--- config.mk ---
export PLATFORM = sky130hd
export DESIGN_NAME = pe_weight_fetch_flat
export DESIGN_NICKNAME = d
export VERILOG_FILES = /design/src/rtl/pe_weight_fetch_if.sv /design/src/rtl/pe_weight_fetch.sv /design/src/flat_wrapper.sv
export SDC_FILE = /design/constraint.sdc
export NUM_CORES = 1
export LEC_CHECK = 0
export ABC_AREA = 1
export ABC_CLOCK_PERIOD_IN_PS = 6850
export CORE_ASPECT_RATIO = 1.5
export CORE_UTILIZATION = 40
export DETAILED_ROUTE_END_ITERATION = 12
export SETUP_SLACK_MARGIN = 0.15
export SKIP_CTS_REPAIR_TIMING = 1
export SLEW_MARGIN = 20
export SYNTH_ARGS = -nofsm -noshare
export SYNTH_HDL_FRONTEND = slang
export SYNTH_SLANG_ARGS = --single-unit
--- constraint.sdc ---
create_clock -name clk -period 6.85 [get_ports clk]
set_input_delay 1.37 -clock clk [delete_from_list [all_inputs] [get_ports clk]]
set_output_delay 1.37 -clock clk [all_outputs]
set_load 0.01 [all_outputs]
--- src/rtl/pe_weight_fetch_if.sv ---
// Handshake/data bundle between a job controller, the weight SRAM and the PE weight port.
// slave is the fetch engine's view; master is the surrounding system (controller, SRAM, PE).
// Widths follow the engine parameters so both sides agree on bus sizes.
interface pe_weight_fetch_if #(
  parameter int D_W    = 64,
  parameter int ADDR_W = 14
);
  // job request / status
  logic              start;
  logic [ADDR_W-1:0] base_addr;
  logic [ADDR_W:0]   num_words;
  logic              busy;
  logic              done;
  // weight SRAM read port
  logic              mem_en;
  logic [ADDR_W-1:0] mem_addr;
  logic [D_W-1:0]    mem_rdata;
  // weight stream to the PE
  logic [D_W-1:0]    w_data;
  logic              w_valid;
  logic              w_ready;

  modport slave (
    input  start, base_addr, num_words, mem_rdata, w_ready,
    output busy, done, mem_en, mem_addr, w_data, w_valid
  );

  modport master (
    output start, base_addr, num_words, mem_rdata, w_ready,
    input  busy, done, mem_en, mem_addr, w_data, w_valid
  );
endinterface

--- src/rtl/pe_weight_fetch.sv ---
// Streams num_words weights from SRAM (base_addr upward, wrapping) into a PE via a prefetch FIFO.
// Latency: start cycle 0 -> mem_en cycle 1 -> w_valid cycle 3; 1 word/cycle sustained.
// Backpressure: w_ready low stalls pops; reads are credit-limited so the FIFO never overflows.
module pe_weight_fetch #(
  parameter int D_W        = 64,
  parameter int ADDR_W     = 14,
  parameter int FIFO_DEPTH = 4
) (
  input logic              clk,
  input logic              rst,
  pe_weight_fetch_if.slave bus
);

  localparam int PW = $clog2(FIFO_DEPTH);
  localparam int CW = PW + 1;
  localparam logic [CW:0] DEPTH_V = (CW + 1)'(FIFO_DEPTH);

  typedef enum logic [1:0] {
    S_IDLE,
    S_FETCH,
    S_DRAIN,
    S_DONE
  } state_t;

  state_t            state_q;
  state_t            state_d;

  logic [ADDR_W:0]   remaining_q;
  logic [ADDR_W-1:0] addr_q;
  logic              inflight_q;

  logic [D_W-1:0]    fifo_mem [FIFO_DEPTH];
  logic [PW-1:0]     wr_ptr_q;
  logic [PW-1:0]     rd_ptr_q;
  logic [CW-1:0]     count_q;

  logic              pop;
  logic              issue;
  logic              accept;
  logic              last_issue;
  logic              last_pop;
  logic [CW:0]       occupancy;

  // The FIFO head is what the PE sees; a pop is any accepted transfer.
  assign pop = (count_q != '0) && bus.w_ready;

  // Slots committed after this cycle: stored words plus the read returning now,
  // minus the word leaving now. A new read is only issued if a slot remains for it.
  assign occupancy = {1'b0, count_q}
                   + {{CW{1'b0}}, inflight_q}
                   - {{CW{1'b0}}, pop};

  assign issue = (state_q == S_FETCH) && (remaining_q != '0) && (occupancy < DEPTH_V);

  assign accept     = (state_q == S_IDLE) && bus.start;
  assign last_issue = issue && (remaining_q == (ADDR_W + 1)'(1));
  // Only word left anywhere in the pipe is leaving this cycle.
  assign last_pop   = pop && (count_q == CW'(1)) && !inflight_q;

  assign bus.busy     = (state_q != S_IDLE);
  assign bus.done     = (state_q == S_DONE);
  assign bus.mem_en   = issue;
  assign bus.mem_addr = addr_q;
  assign bus.w_valid  = (count_q != '0);
  // Gate the head so an empty FIFO shows zero instead of stale storage.
  assign bus.w_data   = (count_q != '0) ? fifo_mem[rd_ptr_q] : '0;

  // State register.
  always_ff @(posedge clk) begin
    if (rst) begin
      state_q <= S_IDLE;
    end else begin
      state_q <= state_d;
    end
  end

  // Job sequencing; start outside IDLE is ignored.
  always_comb begin
    state_d = state_q;
    case (state_q)
      S_IDLE: begin
        if (bus.start) begin
          state_d = (bus.num_words == '0) ? S_DONE : S_FETCH;
        end
      end
      S_FETCH: begin
        // With a one-cycle SRAM the final pop trails the final issue by at least two
        // cycles, so the pipe can only be empty here if it is being emptied right now.
        if (last_issue) begin
          state_d = S_DRAIN;
        end else if ((remaining_q == '0) && (last_pop || (count_q == '0 && !inflight_q))) begin
          state_d = S_DONE;
        end
      end
      S_DRAIN: begin
        if (last_pop) begin
          state_d = S_DONE;
        end
      end
      S_DONE: begin
        state_d = S_IDLE;
      end
      default: begin
        state_d = S_IDLE;
      end
    endcase
  end

  // Job counters: words still to request and the next SRAM address (wraps naturally).
  always_ff @(posedge clk) begin
    if (rst) begin
      remaining_q <= '0;
      addr_q      <= '0;
    end else if (accept) begin
      remaining_q <= bus.num_words;
      addr_q      <= bus.base_addr;
    end else if (issue) begin
      remaining_q <= remaining_q - (ADDR_W + 1)'(1);
      addr_q      <= addr_q + ADDR_W'(1);
    end
  end

  // Marks the SRAM data returning next cycle; cleared by reset so a read
  // issued before an abort is never captured.
  always_ff @(posedge clk) begin
    if (rst) begin
      inflight_q <= 1'b0;
    end else begin
      inflight_q <= issue;
    end
  end

  // FIFO pointers and occupancy; push and pop may coincide in any state.
  always_ff @(posedge clk) begin
    if (rst) begin
      wr_ptr_q <= '0;
      rd_ptr_q <= '0;
      count_q  <= '0;
    end else begin
      if (inflight_q) begin
        wr_ptr_q <= wr_ptr_q + PW'(1);
      end
      if (pop) begin
        rd_ptr_q <= rd_ptr_q + PW'(1);
      end
      count_q <= count_q + {{PW{1'b0}}, inflight_q} - {{PW{1'b0}}, pop};
    end
  end

  // FIFO storage captures SRAM data at the tail; contents need no reset.
  always_ff @(posedge clk) begin
    if (inflight_q && !rst) begin
      fifo_mem[wr_ptr_q] <= bus.mem_rdata;
    end
  end

endmodule

--- src/flat_wrapper.sv ---
// flat-port wrapper written by rule: the top's interface ports become plain ports
module pe_weight_fetch_flat 
#(
  parameter int D_W        = 64,
  parameter int ADDR_W     = 14,
  parameter int FIFO_DEPTH = 4
)
  (clk, rst, bus_start, bus_base_addr, bus_num_words, bus_mem_rdata, bus_w_ready, bus_busy, bus_done, bus_mem_en, bus_mem_addr, bus_w_data, bus_w_valid);
  pe_weight_fetch_if #(.D_W(D_W), .ADDR_W(ADDR_W)) bus_i ();
  input logic clk;
  input logic rst;
  input wire logic [$bits(bus_i.start)-1:0] bus_start;
  input wire logic [$bits(bus_i.base_addr)-1:0] bus_base_addr;
  input wire logic [$bits(bus_i.num_words)-1:0] bus_num_words;
  input wire logic [$bits(bus_i.mem_rdata)-1:0] bus_mem_rdata;
  input wire logic [$bits(bus_i.w_ready)-1:0] bus_w_ready;
  output wire logic [$bits(bus_i.busy)-1:0] bus_busy;
  output wire logic [$bits(bus_i.done)-1:0] bus_done;
  output wire logic [$bits(bus_i.mem_en)-1:0] bus_mem_en;
  output wire logic [$bits(bus_i.mem_addr)-1:0] bus_mem_addr;
  output wire logic [$bits(bus_i.w_data)-1:0] bus_w_data;
  output wire logic [$bits(bus_i.w_valid)-1:0] bus_w_valid;
  assign bus_i.start = bus_start;
  assign bus_i.base_addr = bus_base_addr;
  assign bus_i.num_words = bus_num_words;
  assign bus_i.mem_rdata = bus_mem_rdata;
  assign bus_i.w_ready = bus_w_ready;
  assign bus_busy = bus_i.busy;
  assign bus_done = bus_i.done;
  assign bus_mem_en = bus_i.mem_en;
  assign bus_mem_addr = bus_i.mem_addr;
  assign bus_w_data = bus_i.w_data;
  assign bus_w_valid = bus_i.w_valid;
  pe_weight_fetch #(.D_W(D_W), .ADDR_W(ADDR_W), .FIFO_DEPTH(FIFO_DEPTH)) u_core (.clk(clk), .rst(rst), .bus(bus_i));
endmodule
==> flow_summary.ini, run 1 <==
[cells_and_area]
final_common_cell = nor2_1
fillers = 2802
drive_gt1_share_pct = 7.62
nets = 1471
multi_input_area_mm2 = 0.00374
stdcell_area_mm2 = 0.0157
regArea_mm2 = 0.00851
mostFrequentLayoutCells = nor2_1 (298), edfxtp_1 (256), clkdlybuf4s50_1 (178)
areaGrowthSynthToFinish_pct = 23.8

[sta]
fmax_mhz = 173
finalHoldViolCount = 0
fin_crit_ps = 5770
worst_pin_slew_ps = 949
slew_violations = 0
setup_viol = 0
timing.setup.tns_ps = 0
min_period_over_period_pct = 84.3
clock_skew_ps = 10.5
grt_setup_unrepaired = no
max_slew_margin_pct = 36.7

[floorplanning]
core_area_mm2 = 0.0311
rows = 79
die_w_um = 148
dieArea_mm2 = 0.0325
die_h_um = 220
initial_core_util_pct = 40.8
ioPinCount = 179

[global_route]
antenna_found_initial = 1
gr-total-overflow = 0
grt_pass1_vias = 8982
grt_max_degree = 77
grt_usage_pct = 19.1
grt_pass1_wl_mm = 47.8

[clock_network]
cts_root_buffer = clkbuf_16
cts_tree = yes
clk_path_buf_depth = 3
htreeDepth = 1
clk_pin_slew_worst_paths_ps = 70
clock_sinks = 297
clk_latency_ps = 540
cts-buffers-inserted = 27

[run_status]
outcome = finished clean

[detailed_routing]
viasPerCell = 5.06
drt_wl_total_mm = 30.8
drt_iter0_drc = 581
wire_per_inst_um = 17.3
ant_nets = 0
drcViolationCount = 0
num_vias = 9025
first_pass_iters = 4

[synth]
ys_ff_latch = 297
synth.distinct_cells = 35
synth_area_mm2 = 0.0127
yosysWarnings = 0
syn_inst = 1198
ys_async_sr_fraction_pct = 0
synth_seq_area_share_pct = 66.9
synth_nets = 1311
synth_flop_cell = edfxtp_1
avgSynthCellArea_um2 = 10.6
synth_edf_count = 256

[pwr]
power_frac_seq_pct = 37.5
p_per_area_mw_per_mm2 = 373
clkPwrFrac_pct = 24.7
p_sw_share_pct = 35.2
p_int_mw = 3.80
switching_power_mw = 2.07
worst_ir_drop_vdd_uv = 309
p_total_mw = 5.87
comb_power_share_pct = 37.8
p_leak_nw = 5.42

[setup_path]
r2r-start = u_core.count_q[1]
required_ps = 5480
reg2regPathDepth = 19
r2r_end = u_core.bus.mem_addr[12]
path_max_fanout = 5
critPathKind = input port to output pin
regToRegSetupSlack_ps = 3470
startpoint_type = input port
cp_data_arrival_time_ps = 4400
worst_setup_path_end_kind = output pin

[placed_design]
dpl_cell_area_mm2 = 0.0149
dp_hpwl_mm = 18.2
port_buffers = 178
gp_congestion = 0.840

[min_path]
hp-start = u_core.rd_ptr_q[1]
whs_path_depth = 2
hold_class = flip-flop to flip-flop

[run]
drv_cap = 0
[cells by family (layout without fill, tap and decap cells)]
family | count (synthesis) | count (layout) | share of synthesized area [%]
simple gates | 485 | 485 | 15.4
flops | 297 | 297 | 66.9
compound gates | 267 | 267 | 11.0
buf+inv | 118 | 298 | 3.96
fa+ha+maj | 16 | 16 | 1.63
xor+xnor | 15 | 15 | 1.03
other cells | 0 | 1 | 0
[stage by stage]
| stage | setup WS, ps | util [%] | hold slack [ps] | std cells |
|---|---|---|---|---|
| floorplan | 1900 | - | 444 | 1198 |
| global placement | 1160 | 47.8 | 452 | 1733 |
| detailed placement | 1080 | 47.8 | 464 | 1734 |
| CTS | 1070 | 50.6 | 477 | 1783 |
| global route | 708 | 50.6 | 494 | 1784 |
| finish | 1080 | 50.6 | 473 | 1784 |
[power groups by stage]
stage	clock network [mW]	registers [mW]	logic, mW
global placement	0	2.24	2.21
global route	1.55	2.22	2.46
detailed placement	0	2.24	2.23
finish	1.45	2.20	2.22
floorplan	0	2.19	1.37
CTS	1.49	2.20	2.25
[cell type report]
class,instances,share of cell area [%]
Clock buffer,36,4.63
Multi-Input combinational cell,783,23.8
Clock inverter,13,0.731
Timing Repair Buffer,193,12.2
Sequential cell,297,54.1
Inverter,56,1.36
Antenna cell,1,0.0159
Tap cell,405,3.22
[worst max-delay path by stage]
stage | slack (ps) | cells after the start | start | endpoint
floorplan | 1900 | 4 | rst | u_core.fifo_mem[0][0]
global placement | 1160 | 16 | bus_w_ready | bus_mem_en
detailed placement | 1080 | 16 | bus_w_ready | bus_mem_en
CTS | 1070 | 16 | bus_w_ready | bus_mem_en
global route | 710 | 16 | bus_w_ready | bus_mem_en
finish | 1080 | 16 | bus_w_ready | bus_mem_en
[cell usage after synthesis (all sizes together), types with 2 or more instances]
| master | count | area [um^2] |
|---|---|---|
| a21o | 2 | 15.0 |
| a21oi | 108 | 597 |
| buf | 24 | 149 |
| clkbuf | 38 | 143 |
| dfxtp | 41 | 821 |
| edfxtp | 256 | 7690 |
| ha | 15 | 188 |
| inv | 56 | 213 |
| nand2 | 131 | 534 |
| nand3 | 27 | 145 |
| nand4 | 4 | 25.0 |
| nor2 | 309 | 1180 |
| nor3 | 8 | 40.0 |
| o21ai | 154 | 771 |
| or2 | 5 | 31.3 |
| xnor2 | 4 | 35.0 |
| xor2 | 11 | 96.3 |
[worst max-delay path: stages]
cell and delay, ps:
clkdlybuf4s50_1 510, inv_1 50, nor2_1 230, inv_1 90, nor2_1 190, inv_1 90, nand2_1 70, ha_1 170
inv_1 70, fa_1 370, xor2_1 200, nand2_1 80, a21oi_2 170, nand2_4 90, inv_1 90, clkdlybuf4s50_1 550
[registers in the layout (all words and copies together) (netlist names), named ones only]
signal,count
u_core.bus.mem_addr,14
u_core.rd_ptr_q,2
u_core.state_q,2
u_core.inflight_q,1
u_core.count_q,3
u_core.wr_ptr_q,2
u_core.remaining_q,15
u_core.fifo_mem,256
[routing by layer]
metal	part of all wire [%]	global-route usage [%]	up-vias
met5	0	0	-
met4	3.6	8.45	0
met3	5.8	3.32	66
met2	51	34.5	252
met1	40	22.0	4289
li1	-	-	4418
No activity file was read; power rests on OpenSTA's default activity.
==> run 2: changes to the inputs <==
- ABC_CLOCK_PERIOD_IN_PS: 6850 -> 5950
- clock period: 6.85 -> 5.95 ns (I/O delays scaled with it)
==> flow_summary.ini, run 2 (synthesis results as in run 1) <==
[placed_design]
post-place-cells = 1732
dpl_cell_area_mm2 = 0.0149
dp_hpwl_mm = 17.7
gp_congestion = 0.858
dp_slack_ps = 539
port_buffers = 178

[cells_and_area]
nets = 1471
largest_register_ffs = 256
fillers = 2817
top_register = u_core.fifo_mem
stdcell_count = 1786
stdcell_area_mm2 = 0.0158
mostFrequentLayoutCells = nor2_1 (298), edfxtp_1 (256), clkdlybuf4s50_1 (178)
regArea_mm2 = 0.00851
drive_gt1_share_pct = 7.83
utilization_pct = 50.8
final_common_cell = nor2_1
areaGrowthSynthToFinish_pct = 24.5
multi_input_area_mm2 = 0.00374

[sta]
finalWorstSetupSlack_ps = 519
setup_viol = 0
fmax_mhz = 184
slew_violations = 0
grt_setup_unrepaired = no
clock_skew_ps = 16.2
finalHoldViolCount = 0
min_period_over_period_pct = 91.3
worst_pin_slew_ps = 920
timing.setup.tns_ps = 0
max_slew_margin_pct = 38.6
whs_ps = 474
fin_crit_ps = 5430

[detailed_routing]
num_vias = 8854
first_pass_iters = 4
wire_per_inst_um = 16.8
drt_iter0_drc = 530
ant_nets = 0
drcViolationCount = 0
viasPerCell = 4.96
drt_wl_total_mm = 30.0

[global_route]
gr-total-overflow = 0
antenna_found_initial = 1
top_usage_layer = met2
grt_max_degree = 91
met3_usage_pct = 2.82
grt_usage_pct = 18.6
grt_pass1_vias = 8645
grtUsageMet1_pct = 22.2
grtUsageMet2_pct = 33.7
grt_pass1_wl_mm = 46.6

[pwr]
worst_ir_drop_vdd_uv = 273
p_total_mw = 6.83
p_leak_nw = 5.45
p_per_area_mw_per_mm2 = 432

[setup_path]
required_ps = 4760
startpoint_type = input port
cp_data_arrival_time_ps = 4240
path_max_fanout = 5
worst_setup_path_end_kind = output pin
reg2regPathDepth = 19
regToRegSetupSlack_ps = 2580
critPathKind = input port to output pin

[floorplanning]
die_w_um = 148
ioPinCount = 179
die_h_um = 220
dieArea_mm2 = 0.0325
rows = 79
initial_core_util_pct = 40.8
core_area_mm2 = 0.0311

[min_path]
whs_path_depth = 2
hold_class = flip-flop to flip-flop

[clock_network]
clk_path_buf_depth = 3
clk_pin_slew_worst_paths_ps = 60
clk_latency_ps = 550
cts-buffers-inserted = 29
cts_tree = yes
htreeDepth = 1
cts_root_buffer = clkbuf_16
clock_sinks = 297

[run]
drv_cap = 0

[run_status]
outcome = finished clean
run 2: cell type report:
cell class	instances	area share, %
Sequential cell	297	53.8
Multi-Input combinational cell	783	23.6
Inverter	56	1.35
Antenna cell	1	0.0158
Tap cell	405	3.20
Timing Repair Buffer	191	12.2
Clock inverter	19	1.12
Clock buffer	34	4.70
run 2: path summary, 6_finish.rpt:
path	startpoint	end
worst min register to register	u_core.rd_ptr_q[1]	flip-flop
worst max-delay path	bus_w_ready	bus_mem_en
worst max register to register	u_core.count_q[1]	u_core.bus.mem_addr[12]
worst min-delay path	u_core.rd_ptr_q[1]	flip-flop
run 2: critical path: stages:
cell             delay (ps)
clkdlybuf4s50_1         510
inv_1                    50
nor2_1                  230
inv_1                   100
nor2_1                  170
inv_1                    80
nand2_1                  80
ha_1                    180
inv_1                    60
fa_1                    370
xor2_1                  210
nand2_1                 100
a21oi_2                 170
nand2_4                  90
inv_1                   100
clkdlybuf4s50_1         550
run 2: per-layer routing:
layer	vias up	share of wire, %	wire length (um)
li1	4417	-	-
met1	4183	40	12100
met2	206	52	15500
met3	48	5.1	1550
met4	0	2.9	875
met5	-	0	0
run 2: report_power, final:
part	leakage (nW)	internal (mW)	switching [mW]
Sequential	2.64	2.38	0.148
Clock	0.449	1.02	0.747
Combinational	2.36	1.05	1.48
Total	5.45	4.46	2.38
